$ cat src/rtl/beacon_seq.sv
// Multi-channel LED pattern sequencer with a shared prescaled timebase and a
// double-buffered pattern register that is swapped in at start or loop wrap.
module beacon_seq #(
    parameter int unsigned TICK_DIV   = 400000,
    parameter int unsigned PAT_LEN    = 12,
    parameter int unsigned CHANNELS   = 1,
    parameter int unsigned ACTIVE_LOW = 0
) (
    input  logic                         CLK,
    input  logic                         RST,
    input  logic                         load_valid,
    output logic                         load_ready,
    input  logic [CHANNELS*PAT_LEN-1:0]  load_pattern,
    input  logic                         mode,
    input  logic                         start,
    input  logic                         stop,
    output logic [CHANNELS-1:0]          out,
    output logic                         busy,
    output logic                         done,
    output logic [$clog2(PAT_LEN)-1:0]   step_idx
);

    localparam int unsigned PreW  = $clog2(TICK_DIV);
    localparam int unsigned StepW = $clog2(PAT_LEN);
    localparam int unsigned PatW  = CHANNELS * PAT_LEN;

    localparam logic [0:0] StIdle = 1'b0;
    localparam logic [0:0] StRun  = 1'b1;

    localparam logic [PreW-1:0]  PreLast  = PreW'(TICK_DIV - 1);
    localparam logic [StepW-1:0] StepLast = StepW'(PAT_LEN - 1);

    logic [0:0]       state_q, state_d;
    logic [PreW-1:0]  presc_q, presc_d;
    logic [StepW-1:0] step_q, step_d;
    logic [PatW-1:0]  active_q, active_d;
    logic [PatW-1:0]  shadow_q, shadow_d;
    logic             full_q, full_d;
    logic             mode_q, mode_d;
    logic             done_q, done_d;

    logic                               tick;
    logic [CHANNELS-1:0][PAT_LEN-1:0]   act_2d;
    logic [CHANNELS-1:0]                raw_out;

    assign tick = (presc_q == PreLast);

    always_comb begin
        state_d  = state_q;
        presc_d  = presc_q;
        step_d   = step_q;
        active_d = active_q;
        shadow_d = shadow_q;
        full_d   = full_q;
        mode_d   = mode_q;
        done_d   = 1'b0;

        // A load can never coincide with a swap: both depend on full_q, with opposite sense.
        if (load_valid && !full_q) begin
            shadow_d = load_pattern;
            full_d   = 1'b1;
        end

        case (state_q)
            StIdle: begin
                if (start && !stop) begin
                    state_d = StRun;
                    presc_d = '0;
                    step_d  = '0;
                    mode_d  = mode;
                    if (full_q) begin
                        active_d = shadow_q;
                        full_d   = 1'b0;
                    end
                end
            end
            StRun: begin
                if (stop) begin
                    state_d = StIdle;
                    presc_d = '0;
                    step_d  = '0;
                end else if (tick) begin
                    presc_d = '0;
                    if (step_q == StepLast) begin
                        step_d = '0;
                        if (mode_q) begin
                            state_d = StIdle;
                            done_d  = 1'b1;
                        end else if (full_q) begin
                            active_d = shadow_q;
                            full_d   = 1'b0;
                        end
                    end else begin
                        step_d = step_q + 1'b1;
                    end
                end else begin
                    presc_d = presc_q + 1'b1;
                end
            end
            default: state_d = StIdle;
        endcase
    end

    always_ff @(posedge CLK or posedge RST) begin
        if (RST) begin
            state_q  <= StIdle;
            presc_q  <= '0;
            step_q   <= '0;
            active_q <= '0;
            shadow_q <= '0;
            full_q   <= 1'b0;
            mode_q   <= 1'b0;
            done_q   <= 1'b0;
        end else begin
            state_q  <= state_d;
            presc_q  <= presc_d;
            step_q   <= step_d;
            active_q <= active_d;
            shadow_q <= shadow_d;
            full_q   <= full_d;
            mode_q   <= mode_d;
            done_q   <= done_d;
        end
    end

    assign act_2d = active_q;

    always_comb begin
        raw_out = '0;
        if (state_q == StRun) begin
            for (int c = 0; c < CHANNELS; c++) begin
                raw_out[c] = act_2d[c][step_q];
            end
        end
    end

    assign out        = raw_out ^ {CHANNELS{ACTIVE_LOW != 0}};
    assign busy       = (state_q == StRun);
    assign done       = done_q;
    assign step_idx   = step_q;
    assign load_ready = !full_q;

endmodule

$ cat config.mk
export PLATFORM = sky130hd
export DESIGN_NAME = beacon_seq
export DESIGN_NICKNAME = d
export VERILOG_FILES = /design/src/rtl/beacon_seq.sv
export SDC_FILE = /design/constraint.sdc
export NUM_CORES = 1
export LEC_CHECK = 0
export ABC_CLOCK_PERIOD_IN_PS = 2100
export CAP_MARGIN = 20
export CORE_ASPECT_RATIO = 1.2
export CORE_MARGIN = 1
export CORE_UTILIZATION = 51
export CTS_BUF_LIST = sky130_fd_sc_hd__clkbuf_16
export CTS_CLUSTER_SIZE = 24
export DETAILED_ROUTE_END_ITERATION = 8
export PLACE_DENSITY = 0.76
export SLEW_MARGIN = 40
export SYNTH_ARGS = -nofsm -noshare
export SYNTH_HDL_FRONTEND = slang
export SYNTH_SLANG_ARGS = --single-unit
$ cat constraint.sdc
create_clock -name CLK -period 2.1 [get_ports CLK]
set_input_delay 0.42 -clock CLK [delete_from_list [all_inputs] [get_ports CLK]]
set_output_delay 0.42 -clock CLK [all_outputs]
set_load 0.005 [all_outputs]
Word-level counts from Yosys, hierarchy flattened
Index checks and enable logic that the tools add are counted.

word-level totals
  flip-flop bits (word level) = 51
  output and inout bits = 8
  logic and storage cells = 65

cells by class
  $add $sub $neg = 2
  $lt $le $gt $ge = 1
  eq/ne operators = 8
  multiplexer cells = 38
  bitwise gates (word level) = 1
  reductions and logical operators = 7

operators with widths
  operator                                                    count
  two-way mux 12 bit                                          6
  two-way mux 19 bit                                          3
  case mux 19 bit (2 select lines)                            1
  case mux 12 bit (2 select lines)                            1
  adder 19 x 1 -> 19 bit, second input constant               1
  equality test 19 bit, second input constant                 1
  two-way mux 1 bit                                           19
  two-way mux 4 bit                                           4
  case mux 4 bit (2 select lines)                             1
  != test 2 bit, second input constant                        3
  less-than comparator 4 x 5 -> 1 bit, second input constant  1
  AND reduction 5 bit                                         1
  adder 4 x 1 -> 4 bit, second input constant                 1
  binary-select mux 1 bit (select 4 bit)                      1
  equality test 4 bit, second input constant                  1
  != test 2 x 1 -> 1 bit, second input constant               2
  case mux 1 bit (2 select lines)                             2
  AND reduction 2 bit                                         2
  != test 3 x 2 -> 1 bit, second input constant               1
  logical AND 1 bit                                           2
  zero test 1 bit                                             2
  inverter 1 bit                                              1

Longest topological paths before layout
Gate-level depths: netlist of the first run.

  depth after elaboration = 9
  depth in mapped cells = 7
  gate-level depth less buffers = 5

Worst setup path after synthesis of the first run
No wires, ideal clock.

  kind = register to register
  start point = register presc_q[14]
  end point = register active_q[0] (netlist: act_2d[0])
  setup time = 125 ps
  arrival time = 1,949 ps
  setup slack = 26 ps
  stages on the path, launching flop included = 6
  path buffers = 1
  period minus slack after synthesis = 2,074 ps
  path through = dfrtp_1 > or4b_4 > nor4_4 > a31o_4 > buf_12 > mux2_4

between the ends
  word-level cells in the longest chain between the ends = 3

ends and longest elaborated chain
  item                                     RTL line  source
  start: declaration                       34        logic [PreW-1:0] presc_q, presc_d;
  start signal: assignment                 116       presc_q <= presc_d;
  equality test 19 bit                     46        assign tick = (presc_q == PreLast);
  != test 2 x 1 -> 1 bit (no source line)  --
  AND reduction 5 bit (no source line)     --
  end signal: assignment                   118       active_q <= active_d;
  end: declaration                         36        logic [PatW-1:0] active_q, active_d;

No other way between the ends.
A chain may end at the register's enable or synchronous reset.

Worst setup path in the final report of the first run
  start point = register step_q[0] (netlist: step_idx[0])
  end point = output out

between the ends
  word-level cells in the longest chain between the ends = 3

ends and longest elaborated chain
  item                                     RTL line  source
  start: declaration                       35        logic [StepW-1:0] step_q, step_d;
  start signal: assignment                 117       step_q <= step_d;
  binary-select mux 1 bit (select 4 bit)   132       raw_out[c] = act_2d[c][step_q];
  two-way mux 1 bit (implied by the code)  132
  two-way mux 1 bit                        130       if (state_q == StRun) begin
  end: declaration                         17        output logic [CHANNELS-1:0] out,

No other way between the ends. The select of a mux whose other input is x is not followed.

==> summary.md, run 1 <==
Count of buffers inserted at the top-level ports: 25. In the synthesized netlist the async set-or-reset flop fraction comes to 100%. Counting flops with a built-in enable in the synthesized netlist gives 0. The synthesized netlist devotes 12.9% of its cell area to compound gates.

The tools report the hold slack as 493 ps. The first global-routing pass estimated 9670 um of wire. The type of the worst min-delay path was primary input to asynchronous set/reset pin. The clock-pin slew on the worst setup and hold paths is 60 ps. Power spread over the standard cell area amounts to 786 mW/mm^2. The tool flagged a number of max-cap violations equal to 0. For the finished layout, the period the worst path requires is 2150 ps. For this configuration, the core starts out at a cell density of 54.5%. The number of antenna violations at the first check in global routing was 0; the via density per instance was 6.00. Across every metal layer, demand over resource in global routing totals 25.0%. At the end of routability-driven placement, the weighted congestion stood at 0.821. After detailed placement, the design holds a cell count of 318. The width of the die is 66.9 um. For this block, the routed nets add up to 5940 um of wire. The tools report the highest clock rate as 0.466 GHz.

The relative area change from synthesis to final layout is 26.6%. The clock tree synthesis step divided the H-tree into 2 levels. The core region is 0.00473 mm^2.

The detailed router finished its first iteration with 141 violations. STA classifies the critical path startpoint as a flip-flop. Between clock sinks in the finished design, the worst skew comes to 4.90 ps. The biggest fanout along the worst timing path is 4. The clock latency reported for the late side of the worst-skew pair came out at 290 ps.

The die covers 0.00534 mm^2. After detailed routing, the number of remaining DRC violations is 0. The met3 usage is 6.14%. The setup path with the least slack is of type flip-flop to output port.

By area, the combinational part of the netlist is dominated by simple AND/OR/NAND/NOR gates. The logs give 0 for the number of pins exceeding their max-slew limit in the final report and -231 ps for the worst slack at placement. At the pin with the least slew margin, the transition time is 382 ps.

The run gives 0 as the total grt overflow. For this run, the register share of the synthesized area comes to 49.5%. STA puts the critical path data required time at 1680 ps.

VDD sags by at most 472 uV. The post-synthesis average cell area is 11.6 um^2, and the number of filler cells placed in the layout is 347. The run gives 2.56 mW as the post-layout total power. TritonCTS built the clock tree. The netlist uses 47 different library cells.

The area of all sequential standard cells was 0.00128 mm^2. The tools report the hold violation count in the final report as 0. STA classifies the critical path endpoint as an output port.

After synthesis the netlist holds a flip-flop and latch count of 51. Once layout is done, the placed cells without fillers occupy 0.00326 mm^2. After technology mapping, the gate count stands at 222. Summing over every cut layer, the via total after detailed routing is 1986.

Setup repair after global routing could not meet its margin everywhere. For this run, the share of the core covered by cells in the final layout is 68.9%. The flow ran to the end, but the final reports show violations.

Number of non-filler instances in the completed layout: 331. Ranked by total cell area, the synthesized netlist is headed by sky130_fd_sc_hd__dfrtp_1 50%, sky130_fd_sc_hd__mux2_2 7.0%, sky130_fd_sc_hd__mux2_4 5.2%. The number of setup violations in the final report was 6. STA puts the critical path data arrival time at 1730 ps. The fraction of layout cells with a size suffix above 1 works out to 29.3%. The mapped netlist covers 0.00258 mm^2. The root buffer cell is sky130_fd_sc_hd__clkbuf_16.

The post-synthesis mux area share was 15.3%. The xor and xnor fraction of the mapped netlist area came out at 1.02%. The final cycle utilization of the critical path is 102%, and the met2 capacity usage during global routing is 41.8%. The largest area contributor in the netlist was sky130_fd_sc_hd__dfrtp_1. Clock tree synthesis inserted a total of 5 buffers.

Before antenna repair, the detailed router went through 6 iterations. The tree built by TritonCTS fans out to 51 sinks. Summing the areas of all and, or, nand and nor instances in the mapped netlist gives 16.9% of the synthesized area. The maximum number of pins on one net before global-route repair is 52, and the worst slew margin relative to its limit is 74.5%. For this run, the number of Yosys warnings is 0. The total inserted antenna cells is 0. The HPWL after detailed placement is 3850 um. Busiest layer in global routing: met2. Dividing the detail-routed wire length by the instance count gives 18.0 um. The number of nets in the layout was 292; the final-layout setup total negative slack was -161 ps.

For the total nets after synthesis, the log shows 242. The final reports fail on setup timing. The die is 79.9 um tall. The logs give 2003 for the via count of the first global-routing pass and 1.39 nW for the static leakage power. Setup slack on the worst reg-to-reg path comes out at -30 ps. For this design the top-level I/O count stands at 26. The clock passes through at most 2 buffers. The most instantiated flip-flop cell in the synthesis netlist is sky130_fd_sc_hd__dfrtp_1.

For met1 alone, demand over resource in global routing was 30.0%. The placed instances occupy a cell area of 0.00304 mm^2. After Yosys synthesis, full adders, half adders and majority gates account for 0.971% of the synthesized area. In this run the remaining antenna-violating nets after routing total 0.

After synthesis, the largest area contributor takes up 49.5% of total cell area. The tools report the worst-case setup margin in the final layout as -46.4 ps. In this run the core area contains 27 standard-cell rows.

The run gives 0.00126 mm^2 as the combined area of the multi-input logic cells.
==> per-layer routing <==
layer  up-vias  part of all wire, %
met5         -                    0
met4         0                  2.2
met3        10                  3.9
met2        56                   51
met1       981                   42
li1        939                    -
==> layout make-up <==
class | count | share of cell area, %
Clock buffer | 5 | 3.84
Sequential cell | 51 | 39.2
Multi-Input combinational cell | 154 | 38.7
Clock inverter | 3 | 0.499
Timing Repair Buffer | 53 | 14.7
Tap cell | 58 | 2.23
Inverter | 7 | 0.806
==> flip-flops by register name, indices dropped and copies added, names as in the netlist <==
| name | flops |
|---|---|
| done | 1 |
| presc_q | 19 |
| busy | 1 |
| mode_q | 1 |
| step_idx | 4 |
| act_2d | 12 |
| shadow_q | 12 |
| full_q | 1 |
==> cell families (layout without fill, tap and decap cells) <==
logic type	Yosys count	after routing
compound gates	47	48
xor+xnor	3	3
fa+ha+maj	2	2
buf+inv	18	68
flops	51	51
mux	29	29
simple gates	72	72
==> synth_stat cells (2+ instances only) <==
library cell and instances:
sky130_fd_sc_hd__nand4_1 6, sky130_fd_sc_hd__o21ai_0 13, sky130_fd_sc_hd__nand3_1 7, sky130_fd_sc_hd__o311ai_0 2, sky130_fd_sc_hd__or4_1 5, sky130_fd_sc_hd__and2_1 4
sky130_fd_sc_hd__nor2_1 10, sky130_fd_sc_hd__xor2_1 3, sky130_fd_sc_hd__clkbuf_1 9, sky130_fd_sc_hd__o2111ai_1 2, sky130_fd_sc_hd__nor3_1 3, sky130_fd_sc_hd__mux2_4 9
sky130_fd_sc_hd__a31oi_1 2, sky130_fd_sc_hd__inv_1 7, sky130_fd_sc_hd__or3_1 4, sky130_fd_sc_hd__mux2_2 16, sky130_fd_sc_hd__mux4_2 3, sky130_fd_sc_hd__dfrtp_1 51
sky130_fd_sc_hd__nand2_1 13, sky130_fd_sc_hd__nand3b_1 2, sky130_fd_sc_hd__nor2b_1 3, sky130_fd_sc_hd__a22oi_1 10, sky130_fd_sc_hd__a21oi_1 5, sky130_fd_sc_hd__ha_1 2
sky130_fd_sc_hd__and3_1 2, sky130_fd_sc_hd__and4_1 3, sky130_fd_sc_hd__o31ai_1 5, sky130_fd_sc_hd__o211ai_1 2
==> critical path, cell delays in order, from the launching register on <==
cell and delay (ps):
sky130_fd_sc_hd__dfrtp_2 440, sky130_fd_sc_hd__mux4_2 520, sky130_fd_sc_hd__mux2i_1 160, sky130_fd_sc_hd__o21ai_1 80, sky130_fd_sc_hd__and2_1 130, sky130_fd_sc_hd__buf_2 120
==> timing repair <==
item | 4_1_cts | 5_1_grt
endpoints found under the hold margin | 0 | 0
pin swaps | 5 | 2
endpoints found under the setup margin | 4 | 17
setup buffers | 3 | 1
cloned | 1 | 0
resized for setup | 12 | 4
hold buffers | 0 | 0
==> path summary, 6_finish.rpt <==
kind,from,cells after the start,end
hold reg to reg,shadow_q[1]$_DFFE_PP0P_,1,act_2d[1]$_DFFE_PP0P_
hold / removal,RST,3,shadow_q[3]$_DFFE_PP0P_
setup / recovery,step_idx[0]$_DFFE_PP0P_,5,out
max in group asynchronous,RST,3,step_idx[0]$_DFFE_PP0P_
setup reg to reg,presc_q[15]$_DFFE_PP0N_,5,act_2d[2]$_DFFE_PP0P_
min in group CLK,shadow_q[1]$_DFFE_PP0P_,1,act_2d[1]$_DFFE_PP0P_
==> layout by cell type (no fill, tap or decap), types with 2 or more instances in the layout <==
cell type	synthesis	final
sky130_fd_sc_hd__dfrtp_1	51	49
sky130_fd_sc_hd__buf_4	1	26
sky130_fd_sc_hd__clkdlybuf4s50_1	0	24
sky130_fd_sc_hd__nand2_1	13	13
sky130_fd_sc_hd__mux2_2	16	13
sky130_fd_sc_hd__o21ai_0	13	12
sky130_fd_sc_hd__mux2_4	9	12
sky130_fd_sc_hd__a22oi_1	10	10
sky130_fd_sc_hd__nor2_1	10	9
sky130_fd_sc_hd__inv_1	7	7
sky130_fd_sc_hd__nand3_1	7	7
sky130_fd_sc_hd__nand4_1	6	6
sky130_fd_sc_hd__a21oi_1	5	5
sky130_fd_sc_hd__o31ai_1	5	5
sky130_fd_sc_hd__or4_1	5	5
sky130_fd_sc_hd__clkbuf_16	0	5
sky130_fd_sc_hd__and2_1	4	4
sky130_fd_sc_hd__or3_1	4	4
sky130_fd_sc_hd__xor2_1	3	3
sky130_fd_sc_hd__and4_1	3	3
sky130_fd_sc_hd__mux4_2	3	3
sky130_fd_sc_hd__nor2b_1	3	2
sky130_fd_sc_hd__and3_1	2	2
sky130_fd_sc_hd__o2111ai_1	2	2
sky130_fd_sc_hd__nand3b_1	2	2
sky130_fd_sc_hd__a31o_4	1	2
sky130_fd_sc_hd__o211ai_1	2	2
sky130_fd_sc_hd__nor3_1	3	2
sky130_fd_sc_hd__o311ai_0	2	2
sky130_fd_sc_hd__a31oi_1	2	2
sky130_fd_sc_hd__ha_1	2	2
sky130_fd_sc_hd__buf_12	1	2
sky130_fd_sc_hd__dfrtp_2	0	2
==> power breakdown <==
part | switching, mW | total, mW | internal, mW
combinational | 0.155 | 0.475 | 0.320
sequential | 0.130 | 1.31 | 1.18
clock | 0.345 | 0.781 | 0.435
total | 0.630 | 2.56 | 1.93
No activity file was read; power rests on OpenSTA's default activity.
==> inputs of run 2 (changes only) <==
Settings changed: SKIP_CTS_REPAIR_TIMING set to 1.
==> run 2 against run 1 <==
  * Highest routed layer unchanged
  * Worst hold slack improved by 1.1 ps
  * Cell count is 0.30% lower
  * Critical path depth is the same
  * Largest cell class unchanged
  * Sequential power hardly changed
  * Total power rose by 0.36%
  * Die area stayed put
  * The run still ends with setup timing left
  * Register-to-register slack improved by 50 ps
  * Worst setup slack worse by 8.2 ps
  * Combinational power hardly changed
  * Critical endpoint unchanged
  * Largest power group unchanged
==> summary.md, run 2 (synthesized netlist as in run 1, its figures left out) <==
The highest clock rate was 0.464 GHz (-0.38%); the worst slew margin relative to its limit was 75.6% (+1.1 points). The time the final worst path needs with I/O delays and setup is 2150 ps (+8.16 ps), and the height of the die is 79.9 um (unchanged). The logs give 149 (+5.7%) for the detailed router's first-iteration violation count and 1 (-5) for the number of setup violations in the final report.

Clock latency reported for the late side of the worst-skew pair: 290 ps (about the same). TritonCTS built the clock tree. The tools report the max-cap violation count as 0 (unchanged).

Wire length of the first global-routing pass: 9170 um (-5.1%). Biggest fanout along the worst timing path: 4 (unchanged). The count of antenna-violating nets left after detailed routing came out at 0 (unchanged).

The first-pass detailed-route iteration total is 5 (-1). The run finished, with violations left. The placeable core region is 0.00473 mm^2 (unchanged), and the number of primary I/O pins is 26 (unchanged). The power per standard cell area was 791 mW/mm^2 (+0.63%); the maximum number of pins on one net before global-route repair was 52 (unchanged).

Mean routed wirelength per cell: 17.7 um (-1.5%). The largest stage delay on the critical path came out at 520 ps (about the same). More flip-flops sit in one register than any other, and that register is presc_q.

The signal on the critical path passes through mux4_2 -> mux2i_1 -> o21ai_1 -> and2_1 -> clkbuf_2. Worst setup path category: flip-flop to output port. The logs give 318 (unchanged) for the count of placed standard cells including taps and 0.821 (unchanged) for the routability-driven placement congestion ratio. Total inserted antenna cells: 0 (unchanged). The number of flip-flops in the largest register was 19 (unchanged).

The width of the die was 66.9 um (unchanged); the clock-pin slew on the worst setup and hold paths was 70 ps (about the same). The worst slack at placement came out at -231 ps (unchanged). Number of antenna violations at the first check in global routing: 0 (unchanged). The cell sitting at the root of the clock tree is a sky130_fd_sc_hd__clkbuf_16. The total via count in the routed design came out at 1988 (+0.10%). The logs give 1933 (-3.5%) for the via count of the first global-routing pass and 51 (unchanged) for the clock sink count. The number of nets in the layout is 291 (-0.34%), and the hold violation count in the final report is 0 (unchanged). The tools report the HPWL reported at the end of detailed placement as 3850 um (unchanged).

The buffer depth of the longest clock path was 2 (unchanged); the final design instance area without fill was 0.00325 mm^2 (-0.27%). For this design, the slowest cell found on the critical path is sky130_fd_sc_hd__mux4_2. The tools report the overall fraction of global-route tracks in use as 23.5% (-1.5 points).

The type of the worst min-delay path is primary input to asynchronous set/reset pin. The fraction of layout cells with a size suffix above 1 was 28.7% (-0.63 points); the static leakage power was 1.38 nW (-0.32%). The run gives 27 (unchanged) as the number of rows created at floorplan. The full die area is 0.00534 mm^2 (unchanged). Hold slack: 494 ps (+1.13 ps). Final cycle utilization of the critical path: 103% (+0.39 points). Number of non-filler instances in the completed layout: 330 (-0.30%). For the number of remaining DRC errors, the log shows 0 (unchanged). The clock skew is 5.71 ps (+0.809 ps). Leaving out fill and tap cells, the most frequent cell in the layout is sky130_fd_sc_hd__dfrtp_1. From synthesis to final layout, the design area changed by 26.2%. The count of buffers inserted at the top-level ports came out at 25 (unchanged). For the worst voltage drop across the vdd grid, the log shows 479 uV (+1.5%). The starting density of the core is 54.5% (unchanged).

Total grt overflow: 0 (unchanged). The logs give -54.5 ps (-8.16 ps) for the worst-case setup margin in the final layout and 2 (unchanged) for the H-tree level count. The library cells used most frequently in the layout, excluding fill and tap cells, are 50 x sky130_fd_sc_hd__dfrtp_1, 25 x sky130_fd_sc_hd__buf_4, 24 x sky130_fd_sc_hd__clkdlybuf4s50_1.

Setup repair after global routing could not meet its margin everywhere. For the required time at the worst-slack endpoint, the log shows 1680 ps (about the same). STA classifies the critical path startpoint as a flip-flop. The via density per instance is 6.02 (+0.40%), and the number of pins exceeding their max-slew limit in the final report is 0 (unchanged).

The total detailed-routing wirelength is 5840 um (-1.8%). The post-layout total power was 2.57 mW (+0.36%); the cell area after placement was 0.00304 mm^2 (unchanged). The cell count of the worst reg-to-reg path is 5 (unchanged). The CTS buffer count is 5 (unchanged).

The tools report the arrival time reported for the critical path endpoint as 1730 ps (about the same). The critical path capture point type is an output port. The slew at the pin closest to its max-slew limit was 365 ps (-17.2 ps). The checks that failed: setup timing.
run 2: cell types whose count changed in the layout (fill, tap and decap cells not counted):
cell                       change
sky130_fd_sc_hd__buf_2         -1
sky130_fd_sc_hd__buf_4         -1
sky130_fd_sc_hd__clkbuf_2      +1
sky130_fd_sc_hd__dfrtp_1       +1
sky130_fd_sc_hd__dfrtp_2       -1
run 2: layout make-up:
cell class	count	area, um^2
Fill cell	352	1480
Sequential cell	51	1280
Multi-Input combinational cell	154	1260
Timing Repair Buffer	52	473
Clock buffer	5	125
Tap cell	58	72.6
Inverter	7	26.3
Clock inverter	3	16.3
run 2: path summary, 6_finish.rpt:
| kind | end | from | slack, ps |
|---|---|---|---|
| worst max register to register | act_2d[3]$_DFFE_PP0P_ | presc_q[13]$_DFFE_PP0N_ | 20 |
| min in group CLK | act_2d[0]$_DFFE_PP0P_ | shadow_q[0]$_DFFE_PP0P_ | 510 |
| worst max-delay path | out | step_idx[0]$_DFFE_PP0P_ | -50 |
| worst min-delay path | act_2d[9]$_DFFE_PP0P_ | RST | 490 |
| worst min register to register | act_2d[0]$_DFFE_PP0P_ | shadow_q[0]$_DFFE_PP0P_ | 510 |
| max in group asynchronous | step_idx[0]$_DFFE_PP0P_ | RST | 1370 |
run 2: through the flow:
| stage | setup TNS, ps | utilization, % |
|---|---|---|
| 2_1_floorplan | 0 | - |
| 3_3_place_gp | -2510 | 64.3 |
| 3_5_place_dp | -3410 | 64.3 |
| 4_1_cts | -513 | 67.3 |
| 5_1_grt | -407 | 68.8 |
| 6_report | -54.5 | 68.8 |
run 2: worst max-delay path: cells and delay by family, from the launching register on:
kind                   cells  cell delay [ps]
multiplexers               2              680
flip-flops                 1              430
AND/OR/NAND/NOR            1              150
buffers and inverters      1              100
AO/OA/AOI/OAI              1               80
run 2: layer usage:
metal / GRT usage (%) / up-vias / routed length [um]
li1: - / 936 / -
met1: 29.6 / 1003 / 2530
met2: 39.5 / 44 / 3040
met3: 5.14 / 5 / 193
met4: 7.45 / 0 / 70
met5: 0 / - / 0
run 2: power breakdown:
group | internal [mW] | switching (mW) | total (mW)
sequential | 1.18 | 0.129 | 1.31
combinational | 0.320 | 0.155 | 0.475
clock | 0.436 | 0.355 | 0.790
==> inputs of run 3 (changes only) <==
Settings changed: ABC_CLOCK_PERIOD_IN_PS 2100 to not set.
==> results of run 3 <==
The final DEF is identical to that of run 2; final timing and power are the same.
